[src/rtl/uart_tx_scheduler_if.sv]
// Byte-request and UART-TX handshake bundle
// shared by the scheduler and its neighbours.
interface uart_tx_scheduler_if;
  logic [1:0] req_valid;
  logic [7:0] req_data0;
  logic [7:0] req_data1;
  logic [1:0] req_ready;
  logic       tx_start;
  logic [7:0] tx_data;
  logic       tx_done;

  modport master (
    output req_valid,
    output req_data0,
    output req_data1,
    output tx_done,
    input  req_ready,
    input  tx_start,
    input  tx_data
  );

  modport slave (
    input  req_valid,
    input  req_data0,
    input  req_data1,
    input  tx_done,
    output req_ready,
    output tx_start,
    output tx_data
  );
endinterface

[src/rtl/uart_tx_scheduler.sv]
// Round-robin CPU/debug byte arbiter, FIFO and
// UART TX frame sequencer with gap and timeout.
module uart_tx_scheduler #(
  parameter int FIFO_DEPTH = 4,
  parameter int GAP_CYCLES = 16,
  parameter int TIMEOUT    = 1048575
) (
  input  logic clk,
  input  logic reset,
  input  logic enable,
  uart_tx_scheduler_if.slave bus,
  output logic busy,
  output logic [$clog2(FIFO_DEPTH):0] fifo_count,
  output logic err_timeout
);

  localparam int AW = $clog2(FIFO_DEPTH);
  localparam int CW = AW + 1;
  localparam int TW = $clog2(TIMEOUT + 1);
  localparam int GW = $clog2(GAP_CYCLES + 1);

  typedef enum logic [1:0] {
    IDLE,
    START,
    WAIT,
    GAP
  } state_t;

  state_t state, state_next;

  logic [7:0]    mem [FIFO_DEPTH];
  logic [AW-1:0] wr_ptr, rd_ptr;
  logic [CW-1:0] count, count_next;
  logic          rr_ptr;
  logic [1:0]    grant;
  logic          push, pop, full;
  logic [7:0]    push_data;
  logic [7:0]    tx_data_q;
  logic [TW-1:0] tmr, tmr_next;
  logic [GW-1:0] gcnt, gcnt_next;
  logic          err_set;
  logic          busy_next;

  assign full = (count == CW'(FIFO_DEPTH));

  // Only contention consults the pointer;
  // a lone requester is granted directly.
  always_comb begin
    grant = 2'b00;
    if (!reset && !full) begin
      if (&bus.req_valid)
        grant = rr_ptr ? 2'b10 : 2'b01;
      else
        grant = bus.req_valid;
    end
  end

  assign push      = |grant;
  assign push_data = grant[1] ? bus.req_data1
                              : bus.req_data0;

  assign bus.req_ready = grant;
  assign bus.tx_start  = (state == START);
  assign bus.tx_data   = tx_data_q;
  assign fifo_count    = count;

  always_comb begin
    state_next = state;
    tmr_next   = tmr;
    gcnt_next  = gcnt;
    err_set    = 1'b0;
    pop        = 1'b0;
    unique case (state)
      IDLE: begin
        if (enable && count != '0) begin
          pop        = 1'b1;
          state_next = START;
        end
      end
      START: begin
        tmr_next   = '0;
        state_next = WAIT;
      end
      WAIT: begin
        if (bus.tx_done) begin
          gcnt_next  = GW'(GAP_CYCLES - 1);
          state_next = GAP;
        end else if (tmr == TW'(TIMEOUT - 1)) begin
          err_set    = 1'b1;
          gcnt_next  = GW'(GAP_CYCLES - 1);
          state_next = GAP;
        end else begin
          tmr_next = tmr + 1'b1;
        end
      end
      GAP: begin
        if (gcnt == '0)
          state_next = IDLE;
        else
          gcnt_next = gcnt - 1'b1;
      end
      default: state_next = IDLE;
    endcase
  end

  always_comb begin
    count_next = count;
    unique case ({push, pop})
      2'b10:   count_next = count + 1'b1;
      2'b01:   count_next = count - 1'b1;
      default: count_next = count;
    endcase
  end

  assign busy_next = (state_next != IDLE) ||
                     (count_next != '0);

  always_ff @(posedge clk) begin
    if (push)
      mem[wr_ptr] <= push_data;
  end

  always_ff @(posedge clk) begin
    if (reset) begin
      state       <= IDLE;
      count       <= '0;
      wr_ptr      <= '0;
      rd_ptr      <= '0;
      rr_ptr      <= 1'b0;
      tx_data_q   <= '0;
      tmr         <= '0;
      gcnt        <= '0;
      err_timeout <= 1'b0;
      busy        <= 1'b0;
    end else begin
      state <= state_next;
      count <= count_next;
      tmr   <= tmr_next;
      gcnt  <= gcnt_next;
      busy  <= busy_next;
      if (push) begin
        wr_ptr <= wr_ptr + 1'b1;
        rr_ptr <= grant[0];
      end
      if (pop) begin
        tx_data_q <= mem[rd_ptr];
        rd_ptr    <= rd_ptr + 1'b1;
      end
      if (err_set)
        err_timeout <= 1'b1;
    end
  end

endmodule

[src/flat_wrapper.sv]
// flat-port wrapper written by rule: the top's interface ports become plain ports
module uart_tx_scheduler_flat 
#(
  parameter int FIFO_DEPTH = 4,
  parameter int GAP_CYCLES = 16,
  parameter int TIMEOUT    = 1048575
)
  (clk, reset, enable, busy, fifo_count, err_timeout, bus_req_valid, bus_req_data0, bus_req_data1, bus_tx_done, bus_req_ready, bus_tx_start, bus_tx_data);
  uart_tx_scheduler_if bus_i ();
  input  logic clk;
  input  logic reset;
  input  logic enable;
  output logic busy;
  output logic [$clog2(FIFO_DEPTH):0] fifo_count;
  output logic err_timeout;
  input wire logic [$bits(bus_i.req_valid)-1:0] bus_req_valid;
  input wire logic [$bits(bus_i.req_data0)-1:0] bus_req_data0;
  input wire logic [$bits(bus_i.req_data1)-1:0] bus_req_data1;
  input wire logic [$bits(bus_i.tx_done)-1:0] bus_tx_done;
  output wire logic [$bits(bus_i.req_ready)-1:0] bus_req_ready;
  output wire logic [$bits(bus_i.tx_start)-1:0] bus_tx_start;
  output wire logic [$bits(bus_i.tx_data)-1:0] bus_tx_data;
  assign bus_i.req_valid = bus_req_valid;
  assign bus_i.req_data0 = bus_req_data0;
  assign bus_i.req_data1 = bus_req_data1;
  assign bus_i.tx_done = bus_tx_done;
  assign bus_req_ready = bus_i.req_ready;
  assign bus_tx_start = bus_i.tx_start;
  assign bus_tx_data = bus_i.tx_data;
  uart_tx_scheduler #(.FIFO_DEPTH(FIFO_DEPTH), .GAP_CYCLES(GAP_CYCLES), .TIMEOUT(TIMEOUT)) u_core (.clk(clk), .reset(reset), .enable(enable), .bus(bus_i), .busy(busy), .fifo_count(fifo_count), .err_timeout(err_timeout));
endmodule
[config.mk]
export PLATFORM = sky130hd
export DESIGN_NAME = uart_tx_scheduler_flat
export DESIGN_NICKNAME = d
export VERILOG_FILES = /design/src/rtl/uart_tx_scheduler_if.sv /design/src/rtl/uart_tx_scheduler.sv /design/src/flat_wrapper.sv
export SDC_FILE = /design/constraint.sdc
export NUM_CORES = 1
export LEC_CHECK = 0
export CORE_MARGIN = 2
export CORE_UTILIZATION = 50
export CTS_BUF_LIST = sky130_fd_sc_hd__clkbuf_8
export DETAILED_ROUTE_END_ITERATION = 7
export GPL_ROUTABILITY_DRIVEN = 1
export PLACE_DENSITY = 0.72
export SETUP_SLACK_MARGIN = 0.5
export SLEW_MARGIN = 25
export SYNTH_ARGS = -nofsm -noshare
export SYNTH_HDL_FRONTEND = slang
export SYNTH_SLANG_ARGS = --single-unit
[constraint.sdc]
create_clock -name clk -period 5.04 [get_ports clk]
set_input_delay 0.756 -clock clk [delete_from_list [all_inputs] [get_ports clk]]
set_output_delay 0.756 -clock clk [all_outputs]
set_load 0.02 [all_outputs]
==> metrics.txt, run 1 <==
crit-path leading delay family buffers and inverters; total track usage 0.195; drt initial violations 110; Crit path top cell by count clkdlybuf4s50_1; post-cts hold buffer count 0; final slew viol count 0; RSZ-0062 raised after global routing false; initial core utilization 0.519; num rows 30; final hold viol count 0; CP required 4.28 ns; synth unique cells 53; Port-buffer cells 37; vias per inst 5.36; final-report setup violation count 0; FF+latch count, synth 77; Slowest-stage cell, CP clkdlybuf4s50_1; synthesis-to-layout area growth 17.6%; vias in the first global route 2331; TritonCTS clock tree done; Worst EP arrival 2.88 ns; DIE AREA 7730 sq um; first-pass iteration count of the detailed router 4; Worst-Skew Late Latency ~0.35 ns; DR WL/cell 15.3 um; maximum clock frequency ~0.28 GHz; gr ovfl total 0; largest net degree at the start of global routing 32; Final #Nets around 380; layout cell share with drive strength beyond 1 0.141; measured slew at the worst slew-check pin 0.881 ns; Slew headroom 0.408; worst path bufs/invs 3; vias around 2400; CP Launch Type input port; Reg clk slew, reported paths 0.08 ns; commonest non-fill, non-tap cell in the layout dfxtp_1; Ys Warns 0; clk sink count 77; CP Capture Type primary output; Setup TNS Final 0 ns; postcts setup bufs 0; Residual DRC 0; most frequent cells in the layout dfxtp_1, clkdlybuf4s50_1, edfxtp_1; hpwl dp 4.72 mm; ys flop type dfxtp_1; outcome finished clean; Ant. Diodes 0; Placer Congestion 0.803; post-synthesis area per instance 11.6 sq um; die height 87.9 um; CTS resizes 0; core footprint 6790 sq um; Root Driver clkbuf_8; global-route wire length before repair 11.3 mm; cells along the critical path clkdlybuf4s50_1 > buf_4 > a21oi_1 > and3_1 > clkdlybuf4s50_1; clock buffer depth 2; Die Width approximately 90 um; count of mapped cells out of synthesis 305; P per Cell Area 402 nW/um^2; antenna-violating nets left 0; total I/O pin count 38; static leakage 1.34 nW; mapped cell area approximately 3500 sq um; initial antenna violation count 0; Power Total 0.00167 W; skew final 0.00695 ns; CTS H-tree depth 3; VDD IR max 197 uV; fillcell total 558; period utilization 0.721; register area share after synthesis 0.528; CP peak stage delay 0.70 ns; Syn Nets 337; async set-reset flop share out of synthesis 0; TritonCTS Buffers 9; CP Class input port to primary output; number of flops mapped to enable cells by yosys 32; Hold WS 0.468 ns; worst hold path class register to register; maximum fanout along the worst path 31; minimum clock period 3.63 ns; max-cap viol count 0; WL final 6.80 mm
[where the power goes]
group          leakage (nW)  internal (W)  switching, W  total (W)
clock                0.0874      0.000180      0.000234   0.000415
sequential            0.657      0.000725     0.0000801   0.000805
combinational         0.591      0.000217      0.000231   0.000448
total                  1.34       0.00112      0.000546    0.00167
[stage by stage]
stage               std cells  setup WS (ns)  area (sq um)  utilization
floorplan                 305           2.30          3520            -
global placement          428           1.52          3970        0.585
detailed placement        428           1.41          3970        0.585
CTS                       444           1.41          4150        0.610
global route              444           1.29          4150        0.610
finish                    444           1.41          4150        0.610
[worst paths after layout]
| kind | from | end | slack, ns | depth (start not counted) |
|---|---|---|---|---|
| max reg2reg | u_core.state[0] | u_core.busy | 2.28 | 10 |
| min | u_core.bus.tx_data[6] | u_core.bus.tx_data[6] | 0.47 | 2 |
| min reg2reg | u_core.bus.tx_data[6] | u_core.bus.tx_data[6] | 0.47 | 2 |
| max | reset | bus_req_ready[1] | 1.41 | 5 |
[cells in the mapped netlist, types with 8 or more instances]
cell type,n,share of area
mux2_2,8,0.026
nor3_1,9,0.013
nor2_1,30,0.032
nand2_1,24,0.026
xnor2_1,17,0.042
edfxtp_1,32,0.27
inv_1,11,0.012
ha_1,9,0.032
dfxtp_1,45,0.26
mux4_2,8,0.051
a21oi_1,19,0.027
nand3_1,8,0.011
[cell type report]
class	instances	area [sq um]	share of cell area
inverters	13	48.8	0.0118
well taps	96	120	0.0290
repair buffers	38	378	0.0912
flip-flops and latches	77	1860	0.449
multi-input cells	204	1560	0.377
clock buffers	9	124	0.0299
clock inverters	7	50.0	0.0121
[worst register-to-register path: stages, from the launching register on]
cell and delay [ns]:
dfxtp_1 0.40, nor2_1 0.27, o311ai_4 0.22, inv_2 0.23, ha_1 0.21, inv_1 0.06
fa_1 0.37, xor2_1 0.15, o21ai_0 0.14, a21oi_1 0.09, or4_1 0.50
[kinds of logic (layout without fill, tap and decap cells)]
kind of cell	count (synthesis)	in the layout	synth area share
muxes	17	17	0.0795
xor gates and xnor gates	23	23	0.0572
DFF	77	77	0.528
adders and majority gates	10	10	0.0376
AOI/OAI and AO/OA	45	45	0.101
buffers and inverters	24	67	0.0281
and+or+nand+nor	109	109	0.169
[sequential cells by signal (all words and copies together), names as in the netlist]
register            flops
u_core.bus.tx_data      8
u_core.gcnt             5
u_core.rd_ptr           2
u_core.tmr             20
u_core.fifo_count       3
u_core.busy             1
u_core.rr_ptr           1
u_core.mem             32
u_core.wr_ptr           2
u_core.state            2
u_core.err_timeout      1
[per-layer routing]
metal	vias to the layer above	part of all wire	GRT usage
li1	1187	-	-
met1	1150	0.48	0.249
met2	34	0.48	0.322
met3	8	0.029	0.0575
met4	0	0.011	0.0629
met5	-	0	0
Power figures use the tool's default switching activity.
==> run 2: changes to the inputs <==
==> constraint.sdc (replaced) <==
create_clock -name clk -period 3.8 [get_ports clk]
set_input_delay 0.57 -clock clk [delete_from_list [all_inputs] [get_ports clk]]
set_output_delay 0.57 -clock clk [all_outputs]
set_load 0.02 [all_outputs]
==> metrics.txt, run 2 (synthesis gave the netlist of run 1 again) <==
CP Launch Type input port (unchanged); layout cell share with drive strength beyond 1 0.146 (was 0.141); DIE AREA 7730 sq um (unchanged); design area 4180 sq um (was 4150 sq um); Die Width 87.9 um (unchanged); Slowest-stage cell, CP clkdlybuf4s50_1 (unchanged); CP peak stage delay 0.53 ns (was 0.70 ns); max-cap viol count 0 (unchanged); largest net degree at the start of global routing 31 (was 32); placed cell areas 3980 sq um (was 3970 sq um); drt initial violations 126 (was 110); hpwl dp 4.66 mm (was 4.72 mm); measured slew at the worst slew-check pin 0.894 ns (was 0.881 ns); Residual DRC 0 (unchanged); first-pass iteration count of the detailed router 4 (unchanged); DR WL/cell 14.7 um (was 15.3 um); gr ovfl total 0 (unchanged); static leakage 1.35 nW (was 1.34 nW); Worst Hold Depth 2 (unchanged); postcts setup bufs 0 (unchanged); antenna-violating nets left 0 (unchanged); Top reg by flops u_core.mem (unchanged); Ant. Diodes 0 (unchanged); commonest non-fill, non-tap cell in the layout dfxtp_1 (unchanged); cells along the critical path clkdlybuf4s50_1 > o311ai_4 > inv_2 > ha_1 > inv_1 > fa_1 > xor2_1 > o21ai_0 > a21oi_1 > or4_1 (was clkdlybuf4s50_1 > buf_4 > a21oi_1 > and3_1 > clkdlybuf4s50_1); Reg clk slew, reported paths 0.08 ns (about the same); Port-buffer cells 37 (unchanged); Slew headroom 0.400 (was 0.408); minimum clock period 2.83 ns; Worst Hold Path EP u_core.bus.tx_data[0] (was u_core.bus.tx_data[6]); CP Capture Type register (was primary output); vias in the first global route 2359 (was 2331); initial core utilization 0.519 (unchanged); maximum clock frequency 0.353 GHz; global-route wire length before repair 10.9 mm (was 11.3 mm); worst hold start u_core.bus.tx_data[0] (was u_core.bus.tx_data[6]); max FFs per register 32 (unchanged); final worst slack 0.968 ns (was 1.41 ns); total track usage 0.186 (was 0.195); outcome finished clean (unchanged); die height 87.9 um (unchanged); Reg-to-Reg Start u_core.fifo_count[0] (was u_core.state[0]); WL final 6.56 mm (was 6.80 mm); final-report setup violation count 0 (unchanged); P per Cell Area 547 nW/um^2 (was 402 nW/um^2); clk sink count 77 (unchanged); Power Total 0.00229 W (was 0.00167 W); Worst EP arrival 3.05 ns (was 2.88 ns); TritonCTS clock tree done (unchanged); TritonCTS Buffers 9 (unchanged); VDD IR max 224 uV (was 197 uV); FF-to-FF path depth 11 (was 10); num rows 30 (unchanged); post-cts hold buffer count 0 (unchanged); Placer Congestion 0.761 (was 0.803); period utilization 0.745; CP Class input port to register (was input port to primary output); core footprint 6790 sq um (unchanged); clock buffer depth 2 (unchanged); initial antenna violation count 0 (unchanged); maximum fanout along the worst path 12 (was 31); CTS H-tree depth 3 (unchanged); final hold viol count 0 (unchanged); synthesis-to-layout area growth 18.7% (was 17.6%); Final #Nets 376 (was 375); Worst-Skew Late Latency 0.35 ns (about the same); Setup TNS Final 0 ns (unchanged); total I/O pin count 38 (unchanged); vias per inst 5.29 (was 5.36); Reg2Reg Setup Slack 1.04 ns (was 2.28 ns); final slew viol count 0 (unchanged); vias 2355 (was 2379); final core utilization 0.616 (was 0.610); worst hold path class register to register (unchanged); pre-CTS WS 0.609 ns (was 1.41 ns); RSZ-0062 raised after global routing false (unchanged); skew final 0.00851 ns (was 0.00695 ns); CP required 4.02 ns (was 4.28 ns); Root Driver clkbuf_8 (unchanged); worst r2r dst u_core.busy (unchanged); CTS resizes 0 (unchanged); most frequent cells in the layout dfxtp_1, clkdlybuf4s50_1, edfxtp_1 (unchanged)
-- run 2: worst max path at each step --
| stage | start | to | slack [ns] | cells after the start |
|---|---|---|---|---|
| detailed placement | enable | u_core.busy | 0.61 | 10 |
| global route | u_core.fifo_count[0] | u_core.busy | 0.74 | 11 |
| finish | enable | u_core.busy | 0.97 | 10 |
| CTS | enable | u_core.busy | 0.97 | 10 |
| floorplan | u_core.state[0] | u_core.busy | 1.19 | 11 |
| global placement | reset | u_core.busy | 0.67 | 11 |
-- run 2: area by class of cell --
type | count | area, sq um
Multi-Input combinational cell | 204 | 1560
Inverter | 13 | 48.8
Sequential cell | 77 | 1860
Timing Repair Buffer | 39 | 385
Fill cell | 555 | 2610
Tap cell | 96 | 120
Clock buffer | 9 | 124
Clock inverter | 7 | 81.3
-- run 2: through the flow --
stage               hold WS (ns)  instances
floorplan                  0.454        305
global placement           0.460        429
detailed placement         0.463        429
CTS                        0.474        445
global route               0.502        445
finish                     0.471        445
-- run 2: worst max-delay path: cells and delay by family --
kind	cells	cell delay [ns]
buf+inv	3	0.82
simple gates	1	0.50
compound gates	3	0.43
fa+ha+maj	2	0.58
xor+xnor	1	0.15
-- run 2: routing by layer --
layer	share of wire	routed length (um)	GRT usage	up-vias
met3	0.032	213	0.0358	17
met4	0.025	163	0.0923	0
met2	0.47	3050	0.297	48
met5	0	0	0	-
li1	-	-	-	1192
met1	0.48	3130	0.244	1098
-- run 2: report_power, final --
group	internal, W	switching (W)	total [W]
combinational	0.000288	0.000300	0.000588
sequential	0.000961	0.000106	0.00107
clock	0.000313	0.000323	0.000636
total	0.00156	0.000729	0.00229
==> run 3: changes to the inputs <==
==> constraint.sdc (replaced) <==
create_clock -name clk -period 2.69 [get_ports clk]
set_input_delay 0.4035 -clock clk [delete_from_list [all_inputs] [get_ports clk]]
set_output_delay 0.4035 -clock clk [all_outputs]
set_load 0.02 [all_outputs]
==> metrics.txt, run 3 (synthesis gave the netlist of run 1 again) <==
measured slew at the worst slew-check pin 0.637 ns (was 0.894 ns); synthesis-to-layout area growth 23.5% (was 18.7%); core footprint 6790 sq um (unchanged); Residual DRC 0 (unchanged); layout cell share with drive strength beyond 1 0.201 (was 0.146); Port-buffer cells 37 (unchanged); VDD IR max 507 uV (was 224 uV); TritonCTS clock tree done (unchanged); Die Width 87.9 um (unchanged); CTS H-tree depth 3 (unchanged); P per Cell Area 803 nW/um^2 (was 547 nW/um^2); die height 87.9 um (unchanged); global-route wire length before repair 11.3 mm (was 10.9 mm); static leakage 1.45 nW (was 1.35 nW); initial antenna violation count 0 (unchanged); cells along the critical path buf_12 > o311ai_4 > inv_2 > ha_4 > inv_1 > fa_2 > xor2_2 > or3_1 > a21oi_1 > or4_4 (was clkdlybuf4s50_1 > o311ai_4 > inv_2 > ha_1 > inv_1 > fa_1 > xor2_1 > o21ai_0 > a21oi_1 > or4_1); num rows 30 (unchanged); most frequent cells in the layout dfxtp_1, clkdlybuf4s50_1, edfxtp_1 (unchanged); CP Launch Type register (was input port); Power Total 0.00349 W (was 0.00229 W); WL final 6.83 mm (was 6.56 mm); maximum clock frequency 0.425 GHz; final hold viol count 0 (unchanged); worst hold path class register to register (unchanged); Root Driver clkbuf_8 (unchanged); Placer Congestion 0.767 (was 0.761); first-pass iteration count of the detailed router 5 (was 4); period utilization 0.874; final slew viol count 0 (unchanged); Top reg by flops u_core.mem (unchanged); Slowest-stage cell, CP or4_4 (was clkdlybuf4s50_1); initial core utilization 0.519 (unchanged); pre-CTS WS -0.106 ns (was 0.609 ns); minimum clock period ~2.4 ns; Worst-Skew Late Latency 0.35 ns (about the same); Slew headroom 0.575 (was 0.400); TritonCTS Buffers 9 (unchanged); Final #Nets 386 (was 376); antenna-violating nets left 0 (unchanged); clk sink count 77 (unchanged); worst hold start u_core.bus.tx_data[6] (was u_core.bus.tx_data[0]); maximum fanout along the worst path 3 (was 12); drt initial violations 168 (was 126); RSZ-0062 raised after global routing true (was false); vias per inst 5.35 (was 5.29); CP required 2.92 ns (was 4.02 ns); crit path launch u_core.fifo_count[1] (was enable); CP Capture Type register (unchanged); gr ovfl total 0 (unchanged); vias 2436 (was 2355); Worst EP arrival 2.58 ns (was 3.05 ns); CP peak stage delay 0.53 ns (about the same); outcome finished clean (unchanged); total I/O pin count 38 (unchanged); skew final 0.0122 ns (was 0.00851 ns); hpwl dp 4.64 mm (was 4.66 mm); max FFs per register 32 (unchanged); DR WL/cell 15.0 um (was 14.7 um); Setup TNS Final 0 ns (unchanged); Reg-to-Reg Start u_core.fifo_count[1] (was u_core.fifo_count[0]); DIE AREA 7730 sq um (unchanged); Reg clk slew, reported paths 0.08 ns (about the same); final-report setup violation count 0 (unchanged); Ant. Diodes 0 (unchanged); vias in the first global route 2345 (was 2359); total track usage 0.198 (was 0.186); largest net degree at the start of global routing 31 (unchanged); post-cts hold buffer count 0 (unchanged); CP Class register to register (was input port to register); final core utilization 0.640 (was 0.616); clock buffer depth 2 (unchanged); commonest non-fill, non-tap cell in the layout dfxtp_1 (unchanged); final worst slack 0.338 ns (was 0.968 ns); max-cap viol count 0 (unchanged)
[run 3: changes by cell type in the layout (fill, tap and decap cells not counted), sizes merged]
cell and change:
buf +10, clkdlybuf4s50 -5, dlygate4sd2 +4, bufinv +1, clkinv -1, clkinvlp +1
dlymetal6s2s +1, inv -1
[run 3: worst paths after layout]
path | slack [ns] | endpoint | depth (start not counted)
setup / recovery | 0.34 | u_core.busy | 10
hold / removal | 0.46 | u_core.bus.tx_data[6] | 2
setup reg to reg | 0.34 | u_core.busy | 10
hold reg to reg | 0.46 | u_core.bus.tx_data[6] | 2
[run 3: through the flow]
stage	hold slack (ns)	cells	cell area, sq um
detailed placement	0.450	436	4070
global placement	0.447	436	4070
CTS	0.461	455	4340
finish	0.460	455	4350
floorplan	0.454	305	3570
global route	0.478	455	4350
[run 3: per-layer routing]
layer,share of wire,global-route usage
met1,0.47,0.263
met2,0.47,0.308
met3,0.042,0.0528
met4,0.014,0.0839
met5,0,0
[run 3: critical path, delay by kind of cell, from the launching register on]
family                     cells  cell delay, ns
AOI/OAI and AO/OA              2            0.39
and+or+nand+nor                2            0.65
adders and majority gates      2            0.39
DFF                            1            0.37
buffers and inverters          3            0.29
xor gates and xnor gates       1            0.14
[run 3: layout make-up]
type | instances | area (sq um)
repair buffers | 49 | 483
inverters | 13 | 48.8
clock inverters | 7 | 91.3
multi-input cells | 204 | 1610
well taps | 96 | 120
fillers | 543 | 2440
flip-flops and latches | 77 | 1880
clock buffers | 9 | 124
[run 3: repair_timing]
| action | 4_1_cts | 5_1_grt |
|---|---|---|
| hold endpoints to repair | 0 | 0 |
| buffers inserted | 3 | 0 |
| setup endpoints to repair | 3 | 2 |
| pin swaps | 3 | 0 |
| gates resized for setup | 8 | 3 |
[run 3: where the power goes]
part           switching [W]  internal (W)
clock               0.000438      0.000519
sequential          0.000149       0.00137
combinational       0.000486      0.000528
total                0.00107       0.00242
==> patch (config.mk and constraints of run 2) <==
`FIFO_DEPTH` is set to 4 in 2 places; all go to 8.
--- a/src/rtl/uart_tx_scheduler.sv
+++ b/src/rtl/uart_tx_scheduler.sv
@@ -1,7 +1,7 @@
 // Round-robin CPU/debug byte arbiter, FIFO and
 // UART TX frame sequencer with gap and timeout.
 module uart_tx_scheduler #(
-  parameter int FIFO_DEPTH = 4,
+  parameter int FIFO_DEPTH = 8,
   parameter int GAP_CYCLES = 16,
   parameter int TIMEOUT    = 1048575
 ) (
--- a/src/flat_wrapper.sv
+++ b/src/flat_wrapper.sv
@@ -1,7 +1,7 @@
 // flat-port wrapper written by rule: the top's interface ports become plain ports
 module uart_tx_scheduler_flat 
 #(
-  parameter int FIFO_DEPTH = 4,
+  parameter int FIFO_DEPTH = 8,
   parameter int GAP_CYCLES = 16,
   parameter int TIMEOUT    = 1048575
 )
Interface: changed (resized fifo_count); port bits go from 38 to 39. The function was not compared with the original's and may differ.
==> patch against run 2 <==
  * Sequential cell count up 35
  * Core utilization is 2.6 points lower
  * Routed wire length increased by 38%
  * Sequential share of layout area is 6.2 points higher
  * Clock skew is 0.0078 ns higher
  * Area after synthesis increased by 39%
  * Non-clock buffer count rose by 14
  * Critical path depth is 6 lower
  * Power up 43%
  * Cell area is 36% higher
  * Sequential power increased by 47%
  * Setup slack gained 0.057 ns
==> patch: results (changes against run 2) <==
| Metric | Value |
|---|---|
| Synth top area cells | edfxtp_1 39%, dfxtp_1 20%, mux4_2 7.4%, nor2_1 3.5%, xnor2_1 3.4% (was edfxtp_1 27%, dfxtp_1 26%, mux4_2 5.1%, xnor2_1 4.2%, ha_1 3.2%) |
| R2R Setup Slk | 1.15 ns (was 1.04 ns) |
| Lkg Pwr | 1.86 nW (was 1.35 nW) |
| WHS Endpoint | u_core.rr_ptr$_SDFFE_PP0P_ (was u_core.bus.tx_data[0]$_SDFFE_PP0P_) |
| Hold path startpoint | u_core.rr_ptr$_SDFFE_PP0P_ (was u_core.bus.tx_data[0]$_SDFFE_PP0P_) |
| Worst IR Drop VDD | 0.312 mV (was 0.224 mV) |
| Number of global-route vias before repair | 3,010 (was 2,359) |
| Invs w/o clock | 8 (was 13) |
| Detail Placement HPWL | 6210 um (was 4660 um) |
| Fin nets | 449 (was 376) |
| Setup WS pre-CTS | 0.745 ns (was 0.609 ns) |
| Share of layout cells above drive strength 1 | 0.123 (was 0.146) |
| Area post-placement | 5460 um2 (was 3980 um2) |
| Portion of the layout cell area used by clock cells | 0.0403 (was 0.0490) |
| Worst setup path endpoint | bus_req_ready[1] (was u_core.busy$_SDFF_PP0_) |
| RR Startpoint | u_core.fifo_count[1]$_SDFF_PP0_ (was u_core.fifo_count[0]$_SDFF_PP0_) |
| Status | finished clean (unchanged) |
| Multi-input gate area | 1890 um2 (was 1560 um2) |
| Clock Sinks | 112 (was 77) |
| First-pass GRT wire length | 14,900 um (was 10,900 um) |
| Tcrit/Tclk final | 0.730 (was 0.745) |
| Mapped Cells | 376 (was 305) |
| Slowest stage delay, CP | 0.64 ns (was 0.53 ns) |
| Synth top cells by count | 64 x edfxtp_1, 48 x dfxtp_1, 46 x nor2_1 (was 45 x dfxtp_1, 32 x edfxtp_1, 30 x nor2_1) |
| Count of cell types in the netlist | 49 (was 53) |
| Tightest hold margin | 0.496 ns (was 0.471 ns) |
| Dpl cells | 541 (was 429) |
| Largest net degree at the start of global routing | 34 (was 31) |
| Initial DRC count | 105 (was 126) |
| Comb_multi_in | 235 (was 204) |
| Number of synthesized flops with an enable pin | 64 (was 32) |
| CP arrival | 2.20 ns (was 3.05 ns) |
| Via count | 3,052 (was 2,355) |
| CP max FO | 5 (was 12) |
| Register share of the cell area | 0.507 (was 0.445) |
==> patch: routing by layer <==
metal | share of wire | up-vias | GRT usage
li1 | - | 1500 | -
met1 | 0.43 | 1492 | 0.231
met2 | 0.53 | 50 | 0.335
met3 | 0.025 | 10 | 0.0346
met4 | 0.0097 | 0 | 0.0547
met5 | 0 | - | 0
==> patch: power by group <==
| part | leakage [nW] | internal, mW | switching [mW] | total, mW |
|---|---|---|---|---|
| clock | 0.113 | 0.327 | 0.424 | 0.752 |
| sequential | 0.969 | 1.42 | 0.146 | 1.57 |
| combinational | 0.778 | 0.481 | 0.475 | 0.956 |
==> patch: logic make-up (layout without fill, tap and decap cells) <==
family,Yosys count,in the layout,synth area share
xor+xnor,27,27,0.0483
buf+inv,29,77,0.0276
compound gates,42,42,0.0613
mux,38,38,0.121
fa+ha+maj,8,8,0.0204
simple gates,120,120,0.133
flops,112,112,0.589
